===== src/rtl/mac_pkg.sv =====
// Shared types and constants for the MAC accumulation sequencer.
package mac_pkg;

   typedef enum logic [1:0] {
      IDLE = 2'd0,
      ACC  = 2'd1,
      DONE = 2'd2
   } state_t;

   localparam int DEF_WIDTH     = 10;
   localparam int DEF_ACC_WIDTH = 24;
   localparam int DEF_CNT_WIDTH = 8;

   // Signed limits for a w-bit accumulator; callers keep the low w bits.
   function automatic logic [63:0] sat_max(input int w);
      return (64'd1 << (w - 1)) - 64'd1;
   endfunction

   function automatic logic [63:0] sat_min(input int w);
      return ~sat_max(w);
   endfunction

endpackage


===== src/rtl/mac_2s_complement.sv =====
// Conditional two's-complement negation of a WIDTH-bit value.
module mac_2s_complement #(
   parameter int WIDTH = 24
) (
   input  logic [WIDTH-1:0] din,
   input  logic             neg,
   output logic [WIDTH-1:0] dout
);

   assign dout = neg ? (~din + WIDTH'(1)) : din;

endmodule


===== src/rtl/mac_acc_seq.sv =====
// Burst accumulation sequencer: sign-magnitude terms in, signed sum out over valid/ready.
// Optional MAC_ACC_SAT_EN: saturating adds plus a sticky o_sat flag.
module mac_acc_seq
   import mac_pkg::*;
#(
   parameter int WIDTH     = DEF_WIDTH,
   parameter int ACC_WIDTH = DEF_ACC_WIDTH,
   parameter int CNT_WIDTH = DEF_CNT_WIDTH
) (
   input  logic                 i_clk,
   input  logic                 i_reset,
   input  logic                 i_start,
   input  logic [CNT_WIDTH-1:0] i_len,
   input  logic                 i_valid,
   input  logic                 i_sign,
   input  logic [WIDTH-1:0]     i_mant,
   output logic                 o_ready,
   output logic                 o_valid,
   output logic [ACC_WIDTH-1:0] o_result,
   input  logic                 i_ready,
`ifdef MAC_ACC_SAT_EN
   output logic                 o_sat,
`endif
   output logic                 o_busy
);

   state_t                 state_q, state_d;
   logic [ACC_WIDTH-1:0]   acc_q, acc_d, term, sum;
   logic [ACC_WIDTH-1:0]   mant_ext;
   logic [CNT_WIDTH-1:0]   cnt_q;
   logic                   accept, start;

   assign mant_ext = {{(ACC_WIDTH-WIDTH){1'b0}}, i_mant};

   mac_2s_complement #(.WIDTH(ACC_WIDTH)) u_conv (
      .din  (mant_ext),
      .neg  (i_sign),
      .dout (term)
   );

   assign sum = acc_q + term;

`ifdef MAC_ACC_SAT_EN
   localparam logic [63:0]          SAT_MAX64 = sat_max(ACC_WIDTH);
   localparam logic [63:0]          SAT_MIN64 = sat_min(ACC_WIDTH);
   localparam logic [ACC_WIDTH-1:0] SAT_MAX   = SAT_MAX64[ACC_WIDTH-1:0];
   localparam logic [ACC_WIDTH-1:0] SAT_MIN   = SAT_MIN64[ACC_WIDTH-1:0];

   logic overflow;
   logic sat_q;

   // Same-sign operands producing an opposite-sign sum means the add overflowed.
   always_comb begin
      overflow = (acc_q[ACC_WIDTH-1] == term[ACC_WIDTH-1]) &&
                 (sum[ACC_WIDTH-1] != acc_q[ACC_WIDTH-1]);
      acc_d    = sum;
      if (overflow)
         acc_d = acc_q[ACC_WIDTH-1] ? SAT_MIN : SAT_MAX;
   end

   always_ff @(posedge i_clk) begin
      if (i_reset)
         sat_q <= 1'b0;
      else if (start)
         sat_q <= 1'b0;
      else if (accept && overflow)
         sat_q <= 1'b1;
   end

   assign o_sat = sat_q;
`else
   assign acc_d = sum;
`endif

   always_ff @(posedge i_clk) begin
      if (i_reset)
         state_q <= IDLE;
      else
         state_q <= state_d;
   end

   always_comb begin
      state_d = state_q;
      o_ready = 1'b0;
      o_valid = 1'b0;
      o_busy  = 1'b0;
      accept  = 1'b0;
      start   = 1'b0;
      case (state_q)
         IDLE: begin
            if (i_start) begin
               start   = 1'b1;
               state_d = (i_len == '0) ? DONE : ACC;
            end
         end
         ACC: begin
            o_ready = 1'b1;
            o_busy  = 1'b1;
            if (i_valid) begin
               accept = 1'b1;
               if (cnt_q == CNT_WIDTH'(1))
                  state_d = DONE;
            end
         end
         DONE: begin
            o_valid = 1'b1;
            o_busy  = 1'b1;
            if (i_ready)
               state_d = IDLE;
         end
         default: state_d = IDLE;
      endcase
   end

   // Accumulator and remaining-term counter; both are reloaded on every accepted start.
   always_ff @(posedge i_clk) begin
      if (i_reset) begin
         acc_q <= '0;
         cnt_q <= '0;
      end else if (start) begin
         acc_q <= '0;
         cnt_q <= i_len;
      end else if (accept) begin
         acc_q <= acc_d;
         cnt_q <= cnt_q - CNT_WIDTH'(1);
      end
   end

   assign o_result = acc_q;

endmodule


===== config.mk =====
export PLATFORM = sky130hd
export DESIGN_NAME = mac_acc_seq
export DESIGN_NICKNAME = d
export VERILOG_FILES = /design/src/rtl/mac_pkg.sv /design/src/rtl/mac_2s_complement.sv /design/src/rtl/mac_acc_seq.sv
export SDC_FILE = /design/constraint.sdc
export NUM_CORES = 1
export LEC_CHECK = 0
export CAP_MARGIN = 20
export CORE_ASPECT_RATIO = 1.5
export CORE_MARGIN = 4
export CORE_UTILIZATION = 55
export CTS_BUF_LIST = sky130_fd_sc_hd__clkbuf_2 sky130_fd_sc_hd__clkbuf_4 sky130_fd_sc_hd__clkbuf_8
export DETAILED_ROUTE_END_ITERATION = 7
export PLACE_DENSITY = 0.83
export SKIP_LAST_GASP = 1
export SYNTH_ARGS = -nofsm -noshare
export SYNTH_HDL_FRONTEND = slang
export SYNTH_SLANG_ARGS = --single-unit

===== constraint.sdc =====
create_clock -name i_clk -period 4.6 [get_ports i_clk]
set_clock_uncertainty 0.15 [all_clocks]
set_input_delay 0.92 -clock i_clk [delete_from_list [all_inputs] [get_ports i_clk]]
set_output_delay 0.92 -clock i_clk [all_outputs]
set_load 0.05 [all_outputs]

# Word level (Yosys, flattened, before mapping)
# Cells that the tools add are included.
# totals
regBits,34
inputBits,24
output_inout_bits,27
elab_cells,36
# op_classes
add_sub_neg,3
n_eq_ne,7
n_mux,16
bitwise_logic,1
reduce_logical,6
# op_table
op,count
adder 24 x 1 -> 24 bit (second input constant),1
adder 24 bit,1
two-way mux 24 bit,1
inverter 10 -> 24 bit,1
two-way mux 8 bit,2
two-way mux 2 bit,5
equality test 8 x 1 -> 1 bit (second input constant),1
zero test 8 bit,1
inequality test 2 bit (second input constant),4
subtractor 8 x 1 -> 8 bit (second input constant),1
two-way mux 1 bit,7
one-hot mux 2 bit (3 select lines),1
AND reduction 4 bit,1
OR reduction 2 bit,2
equality test 2 x 1 -> 1 bit (second input constant),1
equality test 2 bit (second input constant),1
zero test 2 bit,1
nonzero test 2 bit,1

# Depth between registers and ports, before layout
# Gate-level depths: netlist of run 1.
# logic_depth
ltp_word,4
depth_mapped,14
ltp_nobuf,13

# Modules after synthesis
# Synthesis of run 1 repeated with hierarchy kept, for this count alone.
# hier_totals
cells_unflattened,394
hier_area_um2,3002.9
# modules_own_cells
module,n_inst,cells_each,area_per_inst_um2,seq_area_each_um2
mac_acc_seq,1,324,2502.4,680.7
mac_2s_complement,1,70,500.5,0.0

# Worst setup path after synthesis of run 1
# Ideal clock, no wire load.
# synth_path
path_type,input port to flip-flop
start,input port i_mant[2]
end,"register acc_q[17], in the netlist o_result[17]"
setup_time_ns,0.117
arrival_time_ns,4.007
t_required_ns,4.333
setup_slack_ns,0.326
path_stages,13
path_buffers,1
path_cell_list,or4_4 or3_1 buf_6 o21ai_0 xnor2_1 ha_1 and4_1 a21o_1 nor4_2 o21ai_1 a31oi_1 xnor2_1 a22o_1
# synth_between
elab_chain_len,4
# synth_rtl
element,line,text
from (decl),mac_acc_seq.sv:16,"input logic [WIDTH-1:0] i_mant,"
inverter 10 -> 24 bit,mac_2s_complement.sv:10,assign dout = neg ? (~din + WIDTH'(1)) : din;
adder 24 x 1 -> 24 bit,mac_2s_complement.sv:10,
two-way mux 24 bit *,mac_2s_complement.sv:10,
adder 24 bit *,mac_acc_seq.sv:41,assign sum = acc_q + term;
to (signal assigned),mac_acc_seq.sv:118,acc_q <= '0;
to (signal assigned),mac_acc_seq.sv:121,acc_q <= '0;
to (signal assigned),mac_acc_seq.sv:124,acc_q <= acc_d;
to (decl),mac_acc_seq.sv:28,"logic [ACC_WIDTH-1:0] acc_q, acc_d, term, sum;"
# Every way passes the cells marked *; elsewhere a longest branch is shown, timed or not.
# A chain may end at the register's enable or synchronous reset.

# Worst setup path after layout of run 1
# layout_path
start,input port i_mant[2]
end,"register acc_q[22], in the netlist o_result[22]"
# The elaborated chain is that of the path after synthesis.

==> flow_summary.toml, run 1 <==
[synthesis]
synthTopCellsByArea = "sky130_fd_sc_hd__dfxtp_1, sky130_fd_sc_hd__ha_1, sky130_fd_sc_hd__xnor2_1"
yosysWarnings = 0
post_synthesis_cell_type_count = 54
synthTopCellsByCount = "sky130_fd_sc_hd__nand2_1, sky130_fd_sc_hd__dfxtp_1, sky130_fd_sc_hd__a21oi_1, sky130_fd_sc_hd__ha_1, sky130_fd_sc_hd__xnor2_1"
synth_area_per_cell_um2 = 8.022
synth-edff-count = 0
synth-async-reset-ratio = 0
synth_seq_cells = 34
synthesis.instances = 360
synth_top_area_frac = 0.2357
synth_fp_nets = 415
synth-seq-area-share = 0.2357
post-synth-top-count-cell = "sky130_fd_sc_hd__nand2_1"
post_synth_instance_area_mm2 = 0.002888
yosysTopAreaCell = "sky130_fd_sc_hd__dfxtp_1"
most_instantiated_flip_flop_cell_in_the_synthesis_netlist = "sky130_fd_sc_hd__dfxtp_1"

[power_and_ir_drop]
vdd_drop_max_uv = 126.7
power_density_mw_per_mm2 = 263.9
power_leakage_uw = 0.001704

[placed_design]
gp_routability_congestion = 0.9075
place_hpwl_mm = 6.663
io_buffer_count = 50

[worst_setup_path]
r2r_cells = 9
critical_path.slowest_cell = "sky130_fd_sc_hd__or4_4"
critPathKind = "in2reg"
worstReg2RegEnd = "o_result[22]"
cp_peak_stage_delay_ps = 560
worstPathMaxFanout = 5
required_ps = 4640
data_arrival_time_of_the_critical_path_ps = 4510
critical_path.reg2reg.startpoint = "o_result[0]"
cells_along_the_critical_path = "clkdlybuf4s50_1 -> or4_4 -> or3_4 -> o41ai_4 -> buf_4 -> inv_1 -> ha_1 -> a21oi_1 -> o21ai_1 -> a2111o_1 -> a21oi_1 -> o31ai_1 -> xor2_1 -> a22o_1"
timing.critical_path.to_type = "register"
path_common_cell = "sky130_fd_sc_hd__a21oi_1"
setup.reg_to_reg.worst_slack_ps = 1710
critical_path.startpoint = "i_mant[2]"
timing.critical_path.from_type = "input pin"

[finish]
area_growth_pct = 37.39
final_layout_size_suffix_gt1_frac = 0.1681
antenna_cells_inserted = 0
filler_cell_count = 384
final_core_utilization = 0.7742
fin_nets = 512

[global_route]
global_route.overflow_total = 0
antenna_violations_before_repair = 0
first_global_vias = 3322
grt_use_total = 0.2780
grt_pass1_wl_mm = 14.37
grt_start_max_net_pins = 20

[detailed_routing]
drt_pre_antenna_iters = 5
route.met2.wl_mm = 4.488
top_layer = "met4"
dr_wl_cell_um = 16.69
remaining_drc_errors = 0
postRouteWirelength_mm = 8.780
dr.first_iter.drc_count = 254
viasPerCell = 6.101
met1_length_mm = 3.465
detailroute.via_count = 3209
postRouteAntennaNets = 0
met3_wirelength_um = 397

[floorplan]
core.rowCount = 32
num_io_pins = 51
dieHeight_um = 96.75
die_width_um = 67.17
initial_utilization = 0.5635
floorplan.core_area_mm2 = 0.005125
die_area_mm2 = 0.006498

[timing]
slew_viol_final = 0
final_period_minus_worst_setup_slack_ps = 4462
finalHoldViolCount = 0
min_period_over_period = 0.9701
rsz0062_at_grt = "true"
achievable-frequency_mhz = 224.1
setup_viol = 0
timing.max_slew.rel_slack = 0.5358
setup_tns_ps = 0
worst_pin_slew_ps = 693.7

[clock_tree]
cts_inserted_buffers = 5
cts.hold.buffers_added = 0
cts_num_sinks = 34
cts-root-buf = "sky130_fd_sc_hd__clkbuf_8"
cts_buffer_depth = 2
cts_tree = "yes"
h-tree-depth = 2
worstSkewPairLatency_ps = 290
clkTransAtPathRegs_ps = 80

[min_path]
timing.hold.worst.class = "reg2reg"
hold_start = "o_result[5]"
worstHoldEndpoint = "o_result[5]"
min_path_cells = 2

[job]
cap_viol_max_count = 0

[outcome]
run_status = "completed"
[per-layer routing]
| metal | track usage | vias up |
|---|---|---|
| li1 | - | 1548 |
| met1 | 0.3035 | 1505 |
| met2 | 0.4818 | 116 |
| met3 | 0.05110 | 40 |
| met4 | 0.1563 | 0 |
| met5 | 0 | - |
[report_power, final]
part | leakage (uW) | switching [uW] | total (uW) | internal [uW]
Clock | 0.0000472 | 124 | 244 | 121
Combinational | 0.00138 | 266 | 458 | 192
Sequential | 0.000277 | 23.7 | 345 | 321
Total | 0.00170 | 413 | 1050 | 634
[state kept, by name, indices dropped and copies added, names as in the netlist]
signal    count
cnt_q         8
o_result     24
state_q       2
[area by class of cell]
| class | instances | area [um2] | share of cell area |
|---|---|---|---|
| Multi-Input combinational cell | 295 | 2130 | 0.5367 |
| Timing Repair Buffer | 106 | 920.9 | 0.2321 |
| Sequential cell | 34 | 680.7 | 0.1716 |
| Tap cell | 68 | 85.08 | 0.02144 |
| Clock buffer | 6 | 82.58 | 0.02081 |
| Inverter | 15 | 56.30 | 0.01419 |
| Clock inverter | 2 | 12.51 | 0.003154 |
[metrics by stage]
stage	instances	hold slack [ps]	power, uW	setup WS (ps)	cell area, um2
6_report	526	327.1	1047	137.7	3968
5_1_grt	526	348.2	1104	-11.53	3968
4_1_cts	525	329.3	1037	16.79	3919
3_5_place_dp	516	319.4	791.9	-291.8	3811
3_3_place_gp	516	311.3	777.6	-173.6	3811
2_1_floorplan	360	316.7	635.3	326.4	2888
[kinds of logic after synthesis]
group | after synthesis | share of synthesized area
AO/OA/AOI/OAI | 116 | 0.2868
AND/OR/NAND/NOR | 118 | 0.2062
buffers and inverters | 31 | 0.04289
adder cells (fa/ha/maj) | 31 | 0.1369
XOR/XNOR | 29 | 0.08796
multiplexers | 1 | 0.003466
flip-flops | 34 | 0.2357
[cells in the final DEF, fill, tap and decap left out, types with 3 or more instances in the layout]
cell,n
sky130_fd_sc_hd__a211oi_1,11
sky130_fd_sc_hd__a21o_1,10
sky130_fd_sc_hd__a21oi_1,30
sky130_fd_sc_hd__a22o_1,8
sky130_fd_sc_hd__a31oi_1,6
sky130_fd_sc_hd__and3_1,8
sky130_fd_sc_hd__and4_1,3
sky130_fd_sc_hd__buf_4,56
sky130_fd_sc_hd__clkbuf_8,6
sky130_fd_sc_hd__clkdlybuf4s50_1,50
sky130_fd_sc_hd__dfxtp_1,34
sky130_fd_sc_hd__ha_1,29
sky130_fd_sc_hd__inv_1,15
sky130_fd_sc_hd__nand2_1,41
sky130_fd_sc_hd__nand3_1,12
sky130_fd_sc_hd__nand4_1,4
sky130_fd_sc_hd__nor2_1,20
sky130_fd_sc_hd__nor3_1,6
sky130_fd_sc_hd__nor4_1,5
sky130_fd_sc_hd__o211ai_1,3
sky130_fd_sc_hd__o21a_1,3
sky130_fd_sc_hd__o21ai_0,15
sky130_fd_sc_hd__o21ai_1,3
sky130_fd_sc_hd__o31ai_1,5
sky130_fd_sc_hd__o41a_1,4
sky130_fd_sc_hd__or4_1,4
sky130_fd_sc_hd__xnor2_1,21
sky130_fd_sc_hd__xor2_1,8
[how the worst max path moves through the flow]
stage                   endpoint  slack (ps)  cells after the start
global route        o_result[23]         -10                     13
floorplan           o_result[17]         330                     13
detailed placement  o_result[20]        -290                     13
CTS                 o_result[20]          20                     13
finish              o_result[22]         140                     14
global placement    o_result[23]        -170                     14
[what timing repair did]
| item | in CTS | in global routing |
|---|---|---|
| endpoints found under the setup margin | 1 | 8 |
| pin swaps | 1 | 2 |
| buffers inserted | 1 | 1 |
| gates resized for setup | 1 | 8 |
[critical path, delay by kind of cell]
| family | cells | cell delay (ps) |
|---|---|---|
| xor gates and xnor gates | 1 | 150 |
| adders and majority gates | 1 | 320 |
| AOI/OAI and AO/OA | 7 | 1510 |
| and+or+nand+nor | 2 | 950 |
| buffers and inverters | 3 | 670 |
Note: power is estimated with default switching activity, not from simulation.
==> inputs of run 2 (changes only) <==
Settings changed: SETUP_SLACK_MARGIN set to 0.4.
==> run 2 against run 1 <==
Net effect: combinational power rose by 15%; sequential cell count stayed put; critical path depth increased by 1; worst setup slack improved by 170 ps; cell count increased by 2.9%; non-clock buffer count up 15; critical path type unchanged; critical endpoint is now o_result[16].
==> flow_summary.toml, run 2 (synthesis results as in run 1) <==
[worst_setup_path]
cp_peak_stage_delay_ps = 550
critPathKind = "in2reg"
timing.critical_path.from_type = "input pin"
worstPathMaxFanout = 6
path_common_cell = "sky130_fd_sc_hd__buf_4"
cells_along_the_critical_path = "clkbuf_2 -> or4_4 -> or3_4 -> o21ai_2 -> xnor2_1 -> ha_1 -> buf_4 -> a21o_1 -> buf_4 -> o21ai_1 -> o211ai_1 -> a31o_2 -> a31oi_2 -> or4_1 -> nand3_1"
data_arrival_time_of_the_critical_path_ps = 4310
timing.critical_path.to_type = "register"
cp_top_family = "compound AO/OA/AOI/OAI gates"
crit_buf_inv = 3
required_ps = 4620
critical_path.slowest_cell = "sky130_fd_sc_hd__or4_4"

[finish]
layout.cells.most_common = "sky130_fd_sc_hd__buf_4"
multi_input_gate_area_mm2 = 0.002407
final_core_utilization = 0.8540
fin_nets = 527
largest_register_ffs = 24
area_growth_pct = 51.56
commonest_non_fill_non_tap_cells_in_the_layout = "sky130_fd_sc_hd__buf_4, sky130_fd_sc_hd__clkdlybuf4s50_1, sky130_fd_sc_hd__nand2_1, sky130_fd_sc_hd__dfxtp_1, sky130_fd_sc_hd__a21oi_1"
layout.area.seq_um2 = 680.7
final_layout_size_suffix_gt1_frac = 0.2918
antenna_cells_inserted = 0
filler_cell_count = 291

[global_route]
grt_start_max_net_pins = 20
grt_use_met2 = 0.5568
grt_use_total = 0.3296
global_route.overflow_total = 0
grt_busiest_layer = "met2"
globalRouteMet3Util = 0.06388
use_met1 = 0.3523
antenna_violations_before_repair = 0
first_global_vias = 3470
grt_pass1_wl_mm = 16.82

[outcome]
run_status = "completed"

[min_path]
timing.hold.worst.class = "reg2reg"

[timing]
setup_tns_ps = 0
final_period_minus_worst_setup_slack_ps = 4290
worst_pin_slew_ps = 800.5
timing.max_slew.rel_slack = 0.4650
finalHoldViolCount = 0
slew_viol_final = 0
achievable-frequency_mhz = 233.1
final.hold.worst_slack_ps = 339.9
setup_viol = 0
min_period_over_period = 0.9327
final_critical_path_setup_slack_ps = 309.6
rsz0062_at_grt = "false"

[floorplan]
die_width_um = 67.17
initial_utilization = 0.5635
floorplan.core_area_mm2 = 0.005125
dieHeight_um = 96.75
die_area_mm2 = 0.006498
core.rowCount = 32
num_io_pins = 51

[clock_tree]
h-tree-depth = 2
clkTransAtPathRegs_ps = 80
cts_buffer_depth = 2
cts_num_sinks = 34
cts_inserted_buffers = 5
cts_tree = "yes"
cts.hold.buffers_added = 0
cts-root-buf = "sky130_fd_sc_hd__clkbuf_8"
worstSkewPairLatency_ps = 290

[detailed_routing]
remaining_drc_errors = 0
detailroute.via_count = 3607
viasPerCell = 6.667
dr_wl_cell_um = 21.62
dr.first_iter.drc_count = 375
postRouteWirelength_mm = 11.70
drt_pre_antenna_iters = 5
postRouteAntennaNets = 0

[placed_design]
place_hpwl_mm = 6.767
io_buffer_count = 50
detailedPlace.worstSlack_ps = -245.7
gp_routability_congestion = 0.9739

[power_and_ir_drop]
power_leakage_uw = 0.001807
vdd_drop_max_uv = 240.9
power_density_mw_per_mm2 = 264.7

[job]
cap_viol_max_count = 0
[run 2: cell types whose count changed in the layout (fill, tap and decap cells not counted), sizes merged]
cell and delta:
buf +16, clkdlybuf4s50 -4, bufinv +1, clkbuf +1
clkdlybuf4s15 +1, clkinv +1, clkinvlp -1
[run 2: what timing repair did]
| action | 4_1_cts | 5_1_grt |
|---|---|---|
| pin swaps | 18 | 19 |
| gates resized for setup | 43 | 36 |
| setup endpoints to repair | 12 | 12 |
| setup buffers | 8 | 12 |
[run 2: cell type report]
cell class,count,area share
clock inverter,3,0.009148
sequential,34,0.1555
clock buffer,5,0.01572
multi-input combinational,295,0.5500
inverter,15,0.01401
timing repair buffer,121,0.2361
tap,68,0.01944
[run 2: tightest hold or removal path: cells and delay by family (launching register included)]
family / cells / cell delay, ps
AOI/OAI and AO/OA: 1 / 50
DFF: 1 / 330
and+or+nand+nor: 1 / 60
[run 2: per-layer routing]
layer | vias up | share of wire
li1 | 1575 | -
met1 | 1713 | 0.35
met2 | 239 | 0.52
met3 | 80 | 0.068
met4 | 0 | 0.065
met5 | - | 0
[run 2: path summary, 6_finish.rpt]
check	start	to	slack, ps	depth (start not counted)
max	i_mant[4]	o_result[16]	310	15
min	o_result[4]	o_result[4]	340	2
max reg2reg	o_result[0]	o_result[16]	1740	9
min reg2reg	o_result[4]	o_result[4]	340	2
[run 2: where the power goes]
| group | total (uW) | switching [uW] | internal (uW) |
|---|---|---|---|
| combinational | 525 | 308 | 217 |
| sequential | 349 | 28.0 | 321 |
| clock | 284 | 125 | 160 |
| total | 1160 | 461 | 698 |
[run 2: through the flow]
step | std cells | area, um2 | power [uW]
2_1_floorplan | 360 | 2888 | 635.4
3_3_place_gp | 513 | 3789 | 777.9
3_5_place_dp | 513 | 3789 | 791.7
4_1_cts | 529 | 4148 | 1101
5_1_grt | 541 | 4377 | 1214
6_report | 541 | 4377 | 1159
==> inputs of run 3 (changes only) <==
Settings changed: PLACE_DENSITY 0.83 to 0.85.
==> run 3 against run 2 <==
Net effect: critical endpoint is now o_result[23]; largest cell class unchanged; combinational power decreased by 5.7%; register-to-register slack better by 60 ps; non-clock buffer count decreased by 11; hold slack got worse by 5.3 ps; largest power group unchanged.
==> flow_summary.toml, run 3 (synthesis results as in run 1) <==
[detailed_routing]
drt_pre_antenna_iters = 5
dr.first_iter.drc_count = 336
remaining_drc_errors = 0
viasPerCell = 6.555
postRouteWirelength_mm = 10.68
postRouteAntennaNets = 0
detailroute.via_count = 3474
dr_wl_cell_um = 20.14

[worst_setup_path]
critical_path.slowest_cell = "sky130_fd_sc_hd__or4_4"
timing.critical_path.to_type = "register"
cp_top_family = "simple AND/OR/NAND/NOR gates"
setup.reg_to_reg.worst_slack_ps = 1800
critPathKind = "in2reg"
cells_along_the_critical_path = "clkdlybuf4s15_1 -> or4_4 -> or3_4 -> o21ai_1 -> xnor2_1 -> ha_1 -> and4_1 -> nor4bb_4 -> nor4_2 -> buf_4 -> a2111oi_4 -> mux2i_1 -> nand3_1 -> a21oi_2"
crit_buf_inv = 2
timing.critical_path.from_type = "input pin"
worstPathMaxFanout = 4
required_ps = 4680
cp_peak_stage_delay_ps = 520
data_arrival_time_of_the_critical_path_ps = 4330

[floorplan]
die_width_um = 67.17
dieHeight_um = 96.75
floorplan.core_area_mm2 = 0.005125
die_area_mm2 = 0.006498
initial_utilization = 0.5635
num_io_pins = 51
core.rowCount = 32

[min_path]
timing.hold.worst.class = "reg2reg"

[outcome]
run_status = "completed"

[timing]
finalHoldViolCount = 0
setup_viol = 0
min_period_over_period = 0.9235
slew_viol_final = 0
rsz0062_at_grt = "false"
timing.max_slew.rel_slack = 0.5576
worst_pin_slew_ps = 661.2
final_period_minus_worst_setup_slack_ps = 4248
achievable-frequency_mhz = 235.4

[clock_tree]
cts_inserted_buffers = 5
cts_buffer_depth = 2
h-tree-depth = 2
cts_num_sinks = 34
cts_tree = "yes"
clkTransAtPathRegs_ps = 80
cts-root-buf = "sky130_fd_sc_hd__clkbuf_8"
cts.hold.buffers_added = 0
worstSkewPairLatency_ps = 290

[finish]
antenna_cells_inserted = 0
largest_register_ffs = 24
fin_nets = 516
final_layout_size_suffix_gt1_frac = 0.2468
finish.instance_area_mm2 = 0.004235
area_growth_pct = 46.66
final_standard_cell_count_with_taps_included_and_fillers_excluded = 530
layout.cells.most_common = "sky130_fd_sc_hd__buf_4"
commonest_non_fill_non_tap_cells_in_the_layout = "sky130_fd_sc_hd__buf_4, sky130_fd_sc_hd__clkdlybuf4s50_1, sky130_fd_sc_hd__nand2_1, sky130_fd_sc_hd__dfxtp_1, sky130_fd_sc_hd__a21oi_1"

[power_and_ir_drop]
power.total_uw = 1125
power_leakage_uw = 0.001748
power_density_mw_per_mm2 = 265.7
vdd_drop_max_uv = 167.6

[placed_design]
gp_routability_congestion = 1.018
place_inst = 518
place_hpwl_mm = 6.693
io_buffer_count = 50
placement.cell_area_mm2 = 0.003826

[global_route]
grt_pass1_wl_mm = 15.36
grt_start_max_net_pins = 20
first_global_vias = 3401
antenna_violations_before_repair = 0
global_route.overflow_total = 0
grt_use_total = 0.2983

[job]
cap_viol_max_count = 0
run 3: changes by cell type in the layout (fill, tap and decap cells not counted), moves of 3 or more:
| cell | delta |
|---|---|
| sky130_fd_sc_hd__o31ai_2 | -4 |
| sky130_fd_sc_hd__buf_6 | -3 |
| sky130_fd_sc_hd__ha_1 | +3 |
| sky130_fd_sc_hd__a31oi_2 | +4 |
| sky130_fd_sc_hd__a31oi_1 | -4 |
| sky130_fd_sc_hd__buf_4 | -8 |
run 3: worst min-delay path, stage by stage, from the launching register on:
cell and delay, ps:
sky130_fd_sc_hd__dfxtp_1 330, sky130_fd_sc_hd__nand2_1 60, sky130_fd_sc_hd__a21oi_1 50
run 3: layout make-up:
| class | instances | area (um2) |
|---|---|---|
| tap | 68 | 85.08 |
| sequential | 34 | 680.7 |
| fill | 328 | 889.6 |
| clock buffer | 5 | 68.82 |
| multi-input combinational | 295 | 2356 |
| timing repair buffer | 110 | 948.4 |
| clock inverter | 3 | 40.04 |
| inverter | 15 | 56.30 |
run 3: worst paths after layout:
| path | from | end | cells after the start |
|---|---|---|---|
| setup / recovery | i_mant[4] | o_result[23] | 14 |
| hold / removal | o_result[0] | o_result[0] | 2 |
| setup reg to reg | o_result[1] | o_result[11] | 9 |
| hold reg to reg | o_result[0] | o_result[0] | 2 |
run 3: through the flow:
stage	util	TNS [ps]	setup WS [ps]	hold WS [ps]
detailed placement	0.7466	-1224	-262.2	326.1
global placement	0.7466	-497.3	-135.3	311.2
global route	0.8264	0	254.2	351.1
CTS	0.7920	0	412.8	336.8
floorplan	-	0	326.4	316.7
finish	0.8264	0	352.1	334.6
run 3: per-layer routing:
metal  track usage  vias to the layer above  routed length (um)  share of wire
met5             0                        -                   0              0
li1              -                     1549                   -              -
met1        0.3264                     1612                3886           0.36
met3       0.04530                       93                 662          0.062
met4        0.1672                        0                 828          0.078
met2        0.5227                      220                5299           0.50
run 3: timing repair:
action / in CTS / in global routing
setup endpoints to repair: 14 / 13
resized for setup: 32 / 28
pin swaps: 12 / 11
gates cloned: 0 / 0
setup buffers: 1 / 3
run 3: where the power goes:
| group | total [uW] | internal (uW) | switching [uW] |
|---|---|---|---|
| Combinational | 495 | 204 | 292 |
| Sequential | 348 | 321 | 26.5 |
| Clock | 282 | 160 | 123 |
